==> config.mk <==
export PLATFORM = sky130hd
export DESIGN_NAME = out_display_seq
export DESIGN_NICKNAME = d
export VERILOG_FILES = /design/src/rtl/out_display_seq_pkg.sv /design/src/rtl/out_display_seq_bcd_to_seg7.sv /design/src/rtl/out_display_seq.sv
export SDC_FILE = /design/constraint.sdc
export NUM_CORES = 1
export LEC_CHECK = 0
export BUFFER_PORTS_ARGS = -buffer_cell sky130_fd_sc_hd__buf_2
export CAP_MARGIN = 20
export CORE_UTILIZATION = 58
export DETAILED_ROUTE_END_ITERATION = 16
export MAX_ROUTING_LAYER = met4
export PLACE_DENSITY = 0.91
export SETUP_SLACK_MARGIN = 0.3
export SYNTH_ARGS = -nofsm -noshare
export SYNTH_HDL_FRONTEND = slang
export SYNTH_SLANG_ARGS = --single-unit
==> constraint.sdc <==
create_clock -name clk -period 1.5 [get_ports clk]
set_input_delay 0 -clock clk [delete_from_list [all_inputs] [get_ports clk]]
set_output_delay 0 -clock clk [all_outputs]
set_load 0.1 [all_outputs]
==> src/rtl/out_display_seq_pkg.sv <==
// out_display_seq_pkg: shared FSM encoding, segment constants and digit table
package out_display_seq_pkg;

   typedef enum logic [1:0] {IDLE, SHIFT, DONE} state_t;

   localparam logic [6:0] SEG_BLANK = 7'h7F;
   localparam logic [6:0] SEG_DASH  = 7'h3F;

   localparam logic [6:0] DIGIT_SEG [10] = '{
      7'h40, 7'h79, 7'h24, 7'h30, 7'h19, 7'h12, 7'h02, 7'h78, 7'h00, 7'h10
   };

   function automatic logic [6:0] seg_pat(input logic [3:0] d);
      return (d > 4'd9) ? SEG_BLANK : DIGIT_SEG[d];
   endfunction

   function automatic logic [3:0] add3(input logic [3:0] n);
      return (n >= 4'd5) ? n + 4'd3 : n;
   endfunction

endpackage

==> src/rtl/out_display_seq_bcd_to_seg7.sv <==
// bcd_to_seg7: one BCD digit to a 7-segment pattern (gfedcba) with blank/dash override
module bcd_to_seg7
   import out_display_seq_pkg::*;
(
   input  logic [3:0] bcd,
   input  logic       blank,
   input  logic       dash,
   input  logic       active_low,
   output logic [6:0] seg
);

   logic [6:0] seg_al;

   // dash overrides blank, blank overrides the digit; the table is active-low
   always_comb begin
      seg_al = dash ? SEG_DASH : blank ? SEG_BLANK : seg_pat(bcd);
      seg    = active_low ? seg_al : ~seg_al;
   end

endmodule

==> src/rtl/out_display_seq.sv <==
// out_display_seq: sequential binary-to-BCD conversion driving three 7-segment displays
module out_display_seq
   import out_display_seq_pkg::*;
#(
   parameter int DATA_W     = 9,
   parameter bit ACTIVE_LOW = 1,
   parameter bit LZB        = 0
) (
   input  logic              clk,
   input  logic              n_reset,
   input  logic              load,
   input  logic [DATA_W-1:0] data_in,
   input  logic              show,
   output logic              busy,
   output logic [11:0]       bcd_out,
   output logic [6:0]        Display1,
   output logic [6:0]        Display2,
   output logic [6:0]        Display3
);

   localparam int             CW        = $clog2(DATA_W + 1);
   localparam logic [CW-1:0]  CNT_END   = CW'(DATA_W);
   localparam logic [6:0]     BLANK_OUT = ACTIVE_LOW ? SEG_BLANK : ~SEG_BLANK;

   state_t            state, state_nx;
   logic [DATA_W-1:0] shreg, shreg_nx, pend_val, pend_val_nx;
   logic [11:0]       acc, acc_nx, adj;
   logic [CW-1:0]     cnt, cnt_nx;
   logic              pend, pend_nx;
   logic              valid;
   logic [6:0]        seg1, seg2, seg3;

   // next-state, shift/add-3 step and newest-wins pending slot
   always_comb begin
      state_nx    = state;
      shreg_nx    = shreg;
      acc_nx      = acc;
      cnt_nx      = cnt;
      pend_nx     = pend;
      pend_val_nx = pend_val;
      adj         = {add3(acc[11:8]), add3(acc[7:4]), add3(acc[3:0])};
      case (state)
         IDLE: if (load || pend) begin
            shreg_nx = load ? data_in : pend_val;
            acc_nx   = '0;
            cnt_nx   = '0;
            pend_nx  = 1'b0;
            state_nx = SHIFT;
         end
         SHIFT: begin
            {acc_nx, shreg_nx} = {adj, shreg} << 1;
            cnt_nx             = cnt + 1'b1;
            if (cnt_nx == CNT_END) state_nx = DONE;
         end
         DONE:    state_nx = IDLE;
         default: state_nx = IDLE;
      endcase
      if (load && state != IDLE) begin
         pend_nx     = 1'b1;
         pend_val_nx = data_in;
      end
   end

   // FSM state, datapath and result registers; valid marks a first completed conversion
   always_ff @(posedge clk or negedge n_reset) begin
      if (!n_reset) begin
         state    <= IDLE;
         shreg    <= '0;
         acc      <= '0;
         cnt      <= '0;
         pend     <= 1'b0;
         pend_val <= '0;
         busy     <= 1'b0;
         bcd_out  <= '0;
         valid    <= 1'b0;
      end else begin
         state    <= state_nx;
         shreg    <= shreg_nx;
         acc      <= acc_nx;
         cnt      <= cnt_nx;
         pend     <= pend_nx;
         pend_val <= pend_val_nx;
         busy     <= (state_nx != IDLE) || pend_nx;
         if (state == DONE) begin
            bcd_out <= acc;
            valid   <= 1'b1;
         end
      end
   end

   bcd_to_seg7 u_units (
      .bcd        (bcd_out[3:0]),
      .blank      (!valid),
      .dash       (!show),
      .active_low (ACTIVE_LOW),
      .seg        (seg1)
   );

   bcd_to_seg7 u_tens (
      .bcd        (bcd_out[7:4]),
      .blank      (!valid || (LZB && bcd_out[11:4] == 8'h00)),
      .dash       (!show),
      .active_low (ACTIVE_LOW),
      .seg        (seg2)
   );

   bcd_to_seg7 u_hundreds (
      .bcd        (bcd_out[11:8]),
      .blank      (!valid || (LZB && bcd_out[11:8] == 4'h0)),
      .dash       (!show),
      .active_low (ACTIVE_LOW),
      .seg        (seg3)
   );

   // segment registers follow bcd_out/show every cycle so displays lag by one clock
   always_ff @(posedge clk or negedge n_reset) begin
      if (!n_reset) begin
         Display1 <= BLANK_OUT;
         Display2 <= BLANK_OUT;
         Display3 <= BLANK_OUT;
      end else begin
         Display1 <= seg1;
         Display2 <= seg2;
         Display3 <= seg3;
      end
   end

endmodule

==> metrics.txt, run 1 <==
status=complete, but fails checks; failing checks=setup timing; clock slew at reported path FFs=0.09 ns; Net Count, Synth=387; Rows=28; Synth Register Bits=72; Post-Synth Simple-Gate Area=11.0%; clk_lat worst skew=0.36 ns; Die ar.=0.00674 mm^2; IO Pins=47; Leakage Power=2.45 nW; drt via density=7.06; final worst-path setup slack=-0.0903 ns; Crit path largest cell delay=0.44 ns; CP delay by family, top=compound AO/OA/AOI/OAI gates; pwr/cell area=2140 mW/mm^2; routed vias=3,924; Fin. Hold Viols=0; Root Buffer=clkbuf_8; DRC Markers=0; CP endpoint kind=flip-flop; DRT Wirelength=15,800 um; final setup vio count=4; clock sinks=72; hold crit path type=in -> async; Setup WS pre-CTS=0.0290 ns; Worst Path Buf+Inv=3; adder-cell share of the synthesized area=7.06%; vias in the first global route=3,373; Pre-antenna DRT Iters=5; ANT cells=0; GPL Wtd Cong=0.897; nets=510; post-synthesis compound-gate area fraction=21.7%; most used cell, CP=buf_6; Slew HR=62.6%; Setup TNS Final=-0.161 ns; pins over their slew limit=0; Die Ht=82.1 um; share of cells above drive strength 1=59.9%; Core ar.=0.00606 mm^2; Crit Path Class=reg -> reg; area grow syn2layout=56.3%; Hold WS=0.167 ns; most common cell after layout, fill and taps aside=buf_4; VDD IR max=1480 uV; Tot GR Track Use=35.3%; Worst setup SP type=flip-flop; # port buffers=46; ys flop type=dfrtp_1; Final period util=106%; worst path cell trace=buf_6 -> nor3_4 -> buf_6 -> buf_6 -> o21ai_1 -> o31ai_4; Layout Utilization=95.9%; Wirelength per Cell=28.4 um; CTS tree=done; CP max FO=6; mux contribution to synthesized area=4.20%; Final min period=1.59 ns; Mapped Area=0.00372 mm^2; residual overflow from global routing=0; die width=82.1 um; total power=12.4 mW; HPWL Detailed=5400 um; Netlist cell types=46; ys async rst share=100%; largest family of logic cells by synthesized area=compound AO/OA/AOI/OAI gates; pin count of the biggest net entering global routing=29; CTS Buffer Depth=2; Max Cap Viol=0; antenna violations before repair=0; RSZ-0062 raised after global routing=yes; starting density of the core=61.4%; H-Tree Depth=3; Slew @ Worst Pin=0.562 ns; Crit path arrival time=1.81 ns; first-pass GRT wire length=16,900 um; Achievable Freq=629 MHz; yosys warns=0; most frequent cells in the layout=buf_4 (65), dfrtp_1 (36), buf_6 (30); Detail Route Antenna Nets=0; slowest cell on the critical path=dfrtp_1; Post-Syn Area per Cell=10.5 um^2; Post-Syn Instances=353; Crit path required time=1.72 ns; cts bufs inserted=9; register area share after synthesis=49.1%; Worst Skew=0.0133 ns; Synth Area in XOR/XNOR=0.706%; number of DRC markers in iteration 0=449; number of fill cells=126; Post-synth EDFFs=0
==> through the flow <==
stage          cell area, um^2  instances
6_report                  5810        556
4_1_cts                   5370        543
3_3_place_gp              4320        473
2_1_floorplan             3960        353
3_5_place_dp              4320        473
5_1_grt                   5810        556
==> per-layer routing <==
| layer | wire (um) | track usage (%) |
|---|---|---|
| met4 | 1390 | 13.7 |
| met3 | 1720 | 8.02 |
| met1 | 5130 | 39.1 |
| met5 | 0 | - |
| met2 | 7570 | 61.7 |
==> cell type report <==
cell class	count	area (um^2)	share of cell area (%)
multi-input cells	236	2320	40.0
repair buffers	131	1180	20.3
clock buffers	10	128	2.19
well taps	75	93.8	1.61
clock inverters	6	93.8	1.61
inverters	26	123	2.11
flip-flops and latches	72	1870	32.2
==> Yosys cell counts (all sizes together) (2+ instances only) <==
library cell	n	area, um^2
xnor2	3	26.3
o311ai	3	26.3
a21oi	10	50.1
a31oi	3	18.8
o211ai	7	52.6
dfstp	21	552
a211oi	12	110
nand2	35	131
a211o	4	35.0
o2111ai	6	52.6
dfrtp	51	1280
o21ai	41	216
nor2b	18	123
o21bai	3	22.5
mux2	13	146
buf	14	113
nand3	2	10.0
or2	3	21.3
nand2b	4	25.0
o31ai	12	115
clkbuf	6	22.5
inv	26	97.6
a22o	3	26.3
o22ai	3	18.8
o21a	5	37.5
ha	21	263
nor2	15	56.3
==> power by group <==
group          switching (mW)  internal [mW]
registers               0.807           2.67
clock network           0.862          0.947
logic                    4.28           2.87
==> sequential cells by signal (all words and copies together), names as in the netlist <==
signal and cells:
pend_val 9, pend 1, busy 1, acc 12, cnt 4, Display2 7
shreg 9, state 2, bcd_out 12, Display1 7, Display3 7, valid 1
==> worst paths after layout <==
kind                        startpoint     endpoint  slack [ns]  cells past startpoint
min                            n_reset  bcd_out[10]        0.17                      2
max reg2reg                   state[0]     shreg[7]       -0.09                      6
max in group asynchronous      n_reset  Display2[5]        0.66                      3
max                           state[0]     shreg[7]       -0.09                      6
min in group clk                  load  pend_val[8]        0.22                      4
min reg2reg                pend_val[2]  pend_val[2]        0.52                      1
==> logic make-up after synthesis <==
family,after synthesis
AOI/OAI and AO/OA,115
DFF,72
xor gates and xnor gates,3
and+or+nand+nor,82
adders and majority gates,21
muxes,14
buffers and inverters,46
==> timing repair <==
| action | 4_1_cts | 5_1_grt |
|---|---|---|
| resized for setup | 119 | 89 |
| hold endpoints to repair | 32 | 0 |
| cloned | 3 | 1 |
| pin swaps | 36 | 26 |
| hold buffers | 11 | 0 |
| setup endpoints to repair | 102 | 85 |
| buffers inserted | 40 | 12 |
(Power assumes the default switching activity.)
==> run 2: changes to the inputs <==
--- a/config.mk
+++ b/config.mk
@@ -5,6 +5,7 @@
 export SDC_FILE = /design/constraint.sdc
 export NUM_CORES = 1
 export LEC_CHECK = 0
+export ABC_AREA = 1
 export BUFFER_PORTS_ARGS = -buffer_cell sky130_fd_sc_hd__buf_2
 export CAP_MARGIN = 20
 export CORE_UTILIZATION = 58
==> run 2 against run 1 <==
  * The flow still finishes with violations (setup timing)
  * Critical path depth increased by 2
  * Via count is 2.6% lower
  * Global-route usage down 4.0 points
  * Register-to-register slack improved by 0.08 ns
  * Routed wire length fell by 16%
  * Count of clock-buffer cells in the layout up 3
  * Final cell count rose by 12%
  * Sequential share of layout area is 1.9 points higher
==> metrics.txt, run 2 <==
status=complete, but fails checks; failing checks=setup timing; number of DRC markers in iteration 0=339 (-24%); most common cell after layout, fill and taps aside=nand2_1; register area share after synthesis=49.9% (+0.75 points); Final min period=1.51 ns (-0.0756 ns); Mapped Area=0.00366 mm^2 (-1.5%); routed vias=3,821 (-2.6%); number of fill cells=201 (+60%); Tot GR Track Use=31.3% (-4.0 points); Worst R2R Path Depth=8 (+2); Fin. Hold Viols=0 (unchanged); Final period util=101% (-5.0 points); most frequent cells in the layout=nand2_1 (100), buf_4 (57), nand3_1 (40); Final Non-Filler Cells=624 (+12%); Crit path required time=1.79 ns (+0.07 ns); drt via density=6.12 (-13%); area leader, netlist=dfrtp_1; Die ar.=0.00664 mm^2 (-1.5%); DP Cell Count=552 (+17%); Crit path arrival time=1.81 ns (about the same); CTS Buffer Depth=2 (unchanged); ys async rst share=100% (unchanged); ANT cells=0 (unchanged); H-Tree Depth=3 (unchanged); Slew HR=65.0% (+2.4 points); ys flop type=dfrtp_1; Achievable Freq=660 MHz (+5.0%); pins over their slew limit=0 (unchanged); hold crit path type=in -> reg; top cell type's share of synthesized area=34.8% (+0.53 points); CP max FO=4 (-2); clk_lat worst skew=0.36 ns (about the same); Post-Syn Instances=433 (+23%); IO Pins=47 (unchanged); pin count of the biggest net entering global routing=28 (-3.4%); residual overflow from global routing=0 (unchanged); cts bufs inserted=9 (unchanged); CP endpoint kind=flip-flop; Synth top cells by count=nand2_1 (143), nand3_1 (57), inv_1 (56); clock sinks=72 (unchanged); die width=81.5 um (-0.74%); # port buffers=46 (unchanged); yosys warns=0 (unchanged); Rows=28 (unchanged); clock slew at reported path FFs=0.08 ns (about the same); Hold Crit Depth=4; RSZ-0062 raised after global routing=yes; R2R Setup Slk=-0.01 ns (+0.08 ns); final worst-path setup slack=-0.0147 ns (+0.0756 ns); Slew @ Worst Pin=0.529 ns (-0.0326 ns); Pre-antenna DRT Iters=5 (unchanged); Worst Skew=0.00870 ns (-0.00461 ns); Worst setup SP type=flip-flop; Post-Syn Area per Cell=8.46 um^2 (-20%); DRT Wirelength=13,300 um (-16%); GPL Wtd Cong=0.889 (-0.88%); share of cells above drive strength 1=50.1% (-9.8 points); Die Ht=81.5 um (-0.74%); Net Count, Synth=467 (+21%); DRC Markers=0 (unchanged); Post-synth EDFFs=0 (unchanged); biggest regs=acc: 12 flops, bcd_out: 12 flops; Hold WS=0.141 ns (-0.0257 ns); Crit Path Class=reg -> reg; most frequent cell after synthesis=nand2_1; Core ar.=0.00599 mm^2 (-1.2%); register area=0.00187 mm^2 (-0.13%); antenna violations before repair=0 (unchanged); Synth Register Bits=72 (unchanged); Setup TNS Final=-0.0147 ns (+0.146 ns); CTS tree=done; nets=578 (+13%); Multi-input gate area=0.00207 mm^2 (-11%); HPWL Detailed=5380 um (-0.29%); area grow syn2layout=49.7%; Max Cap Viol=0 (unchanged); Root Buffer=clkbuf_8; starting density of the core=61.2% (-0.22 points); first-pass GRT wire length=15,100 um (-11%); Detail Route Antenna Nets=0 (unchanged); Netlist cell types=23 (-50%); Synth area leaders=dfrtp_1 (35%), dfstp_2 (15%), nand2_1 (15%); Wirelength per Cell=21.3 um (-25%); vias in the first global route=3,271 (-3.0%); final setup vio count=1 (-3)
==> run 2: changes by cell type after synthesis, sizes merged, moves of 7 or more <==
cell	previous run	this run
nor2b	18	0
a211oi	12	0
mux2	13	0
o31ai	12	3
a21oi	10	0
nand4	0	7
nand3	2	57
nand2	35	147
nor2	15	7
inv	26	61
==> run 2: per-layer routing <==
metal / global-route usage, % / routed length (um) / up-vias / part of all wire, %
met5: - / 0 / - / 0
met2: 51.7 / 6710 / 297 / 51
met3: 7.11 / 1200 / 84 / 9.1
met4: 12.9 / 726 / 0 / 5.5
li1: - / - / 1611 / -
met1: 36.8 / 4640 / 1829 / 35
==> run 2: layout make-up <==
class | count | area share, %
clock buffer | 13 | 2.90
timing repair inverter | 1 | 0.160
tap | 75 | 1.71
inverter | 61 | 5.09
sequential | 72 | 34.1
multi-input combinational | 293 | 37.8
timing repair buffer | 106 | 17.1
clock inverter | 3 | 1.19
==> run 2: logic make-up (layout without fill, tap and decap cells) <==
family,count (synthesis),after routing,share of synthesized area (%)
AO/OA/AOI/OAI,47,47,8.16
adder cells (fa/ha/maj),21,21,7.17
buffers and inverters,71,184,8.67
flip-flops,72,72,49.9
AND/OR/NAND/NOR,222,225,26.1
==> run 2: timing repair <==
| item | 4_1_cts | 5_1_grt |
|---|---|---|
| resized for setup | 62 | 124 |
| hold buffers | 12 | 0 |
| hold endpoints to repair | 84 | 0 |
| cloned | 1 | 6 |
| endpoints found under the setup margin | 72 | 63 |
| buffers inserted | 17 | 20 |
| pin swaps | 14 | 38 |
==> run 2: path summary, 6_finish.rpt <==
path,startpoint,endpoint
setup / recovery,bcd_out[8],Display3[6]
hold / removal,load,pend_val[5]
setup reg to reg,bcd_out[8],Display3[6]
hold reg to reg,pend_val[6],pend_val[6]
max in group asynchronous,n_reset,bcd_out[3]
min in group asynchronous,n_reset,bcd_out[1]
==> run 2: worst max-delay path, stage by stage (launching register included) <==
cell     delay, ns
dfrtp_4       0.53
buf_6         0.14
ha_1          0.21
inv_1         0.08
nand2_2       0.07
nand3_2       0.06
nand3_1       0.16
nand2_1       0.16
inv_1         0.06
==> run 2: stage by stage <==
stage / instance area (um^2) / util, % / worst slack (ns)
after floorplan: 3830 / - / 0.129
after global placement: 4130 / 68.9 / 0.224
after detailed placement: 4130 / 68.9 / 0.150
after CTS: 4790 / 79.9 / 0.192
after global routing: 5490 / 91.6 / -0.152
final: 5490 / 91.6 / -0.0147
Power of run 2 is not shown: default switching activity piles up to over one toggle a cycle in this logic, so the estimate is an artifact.
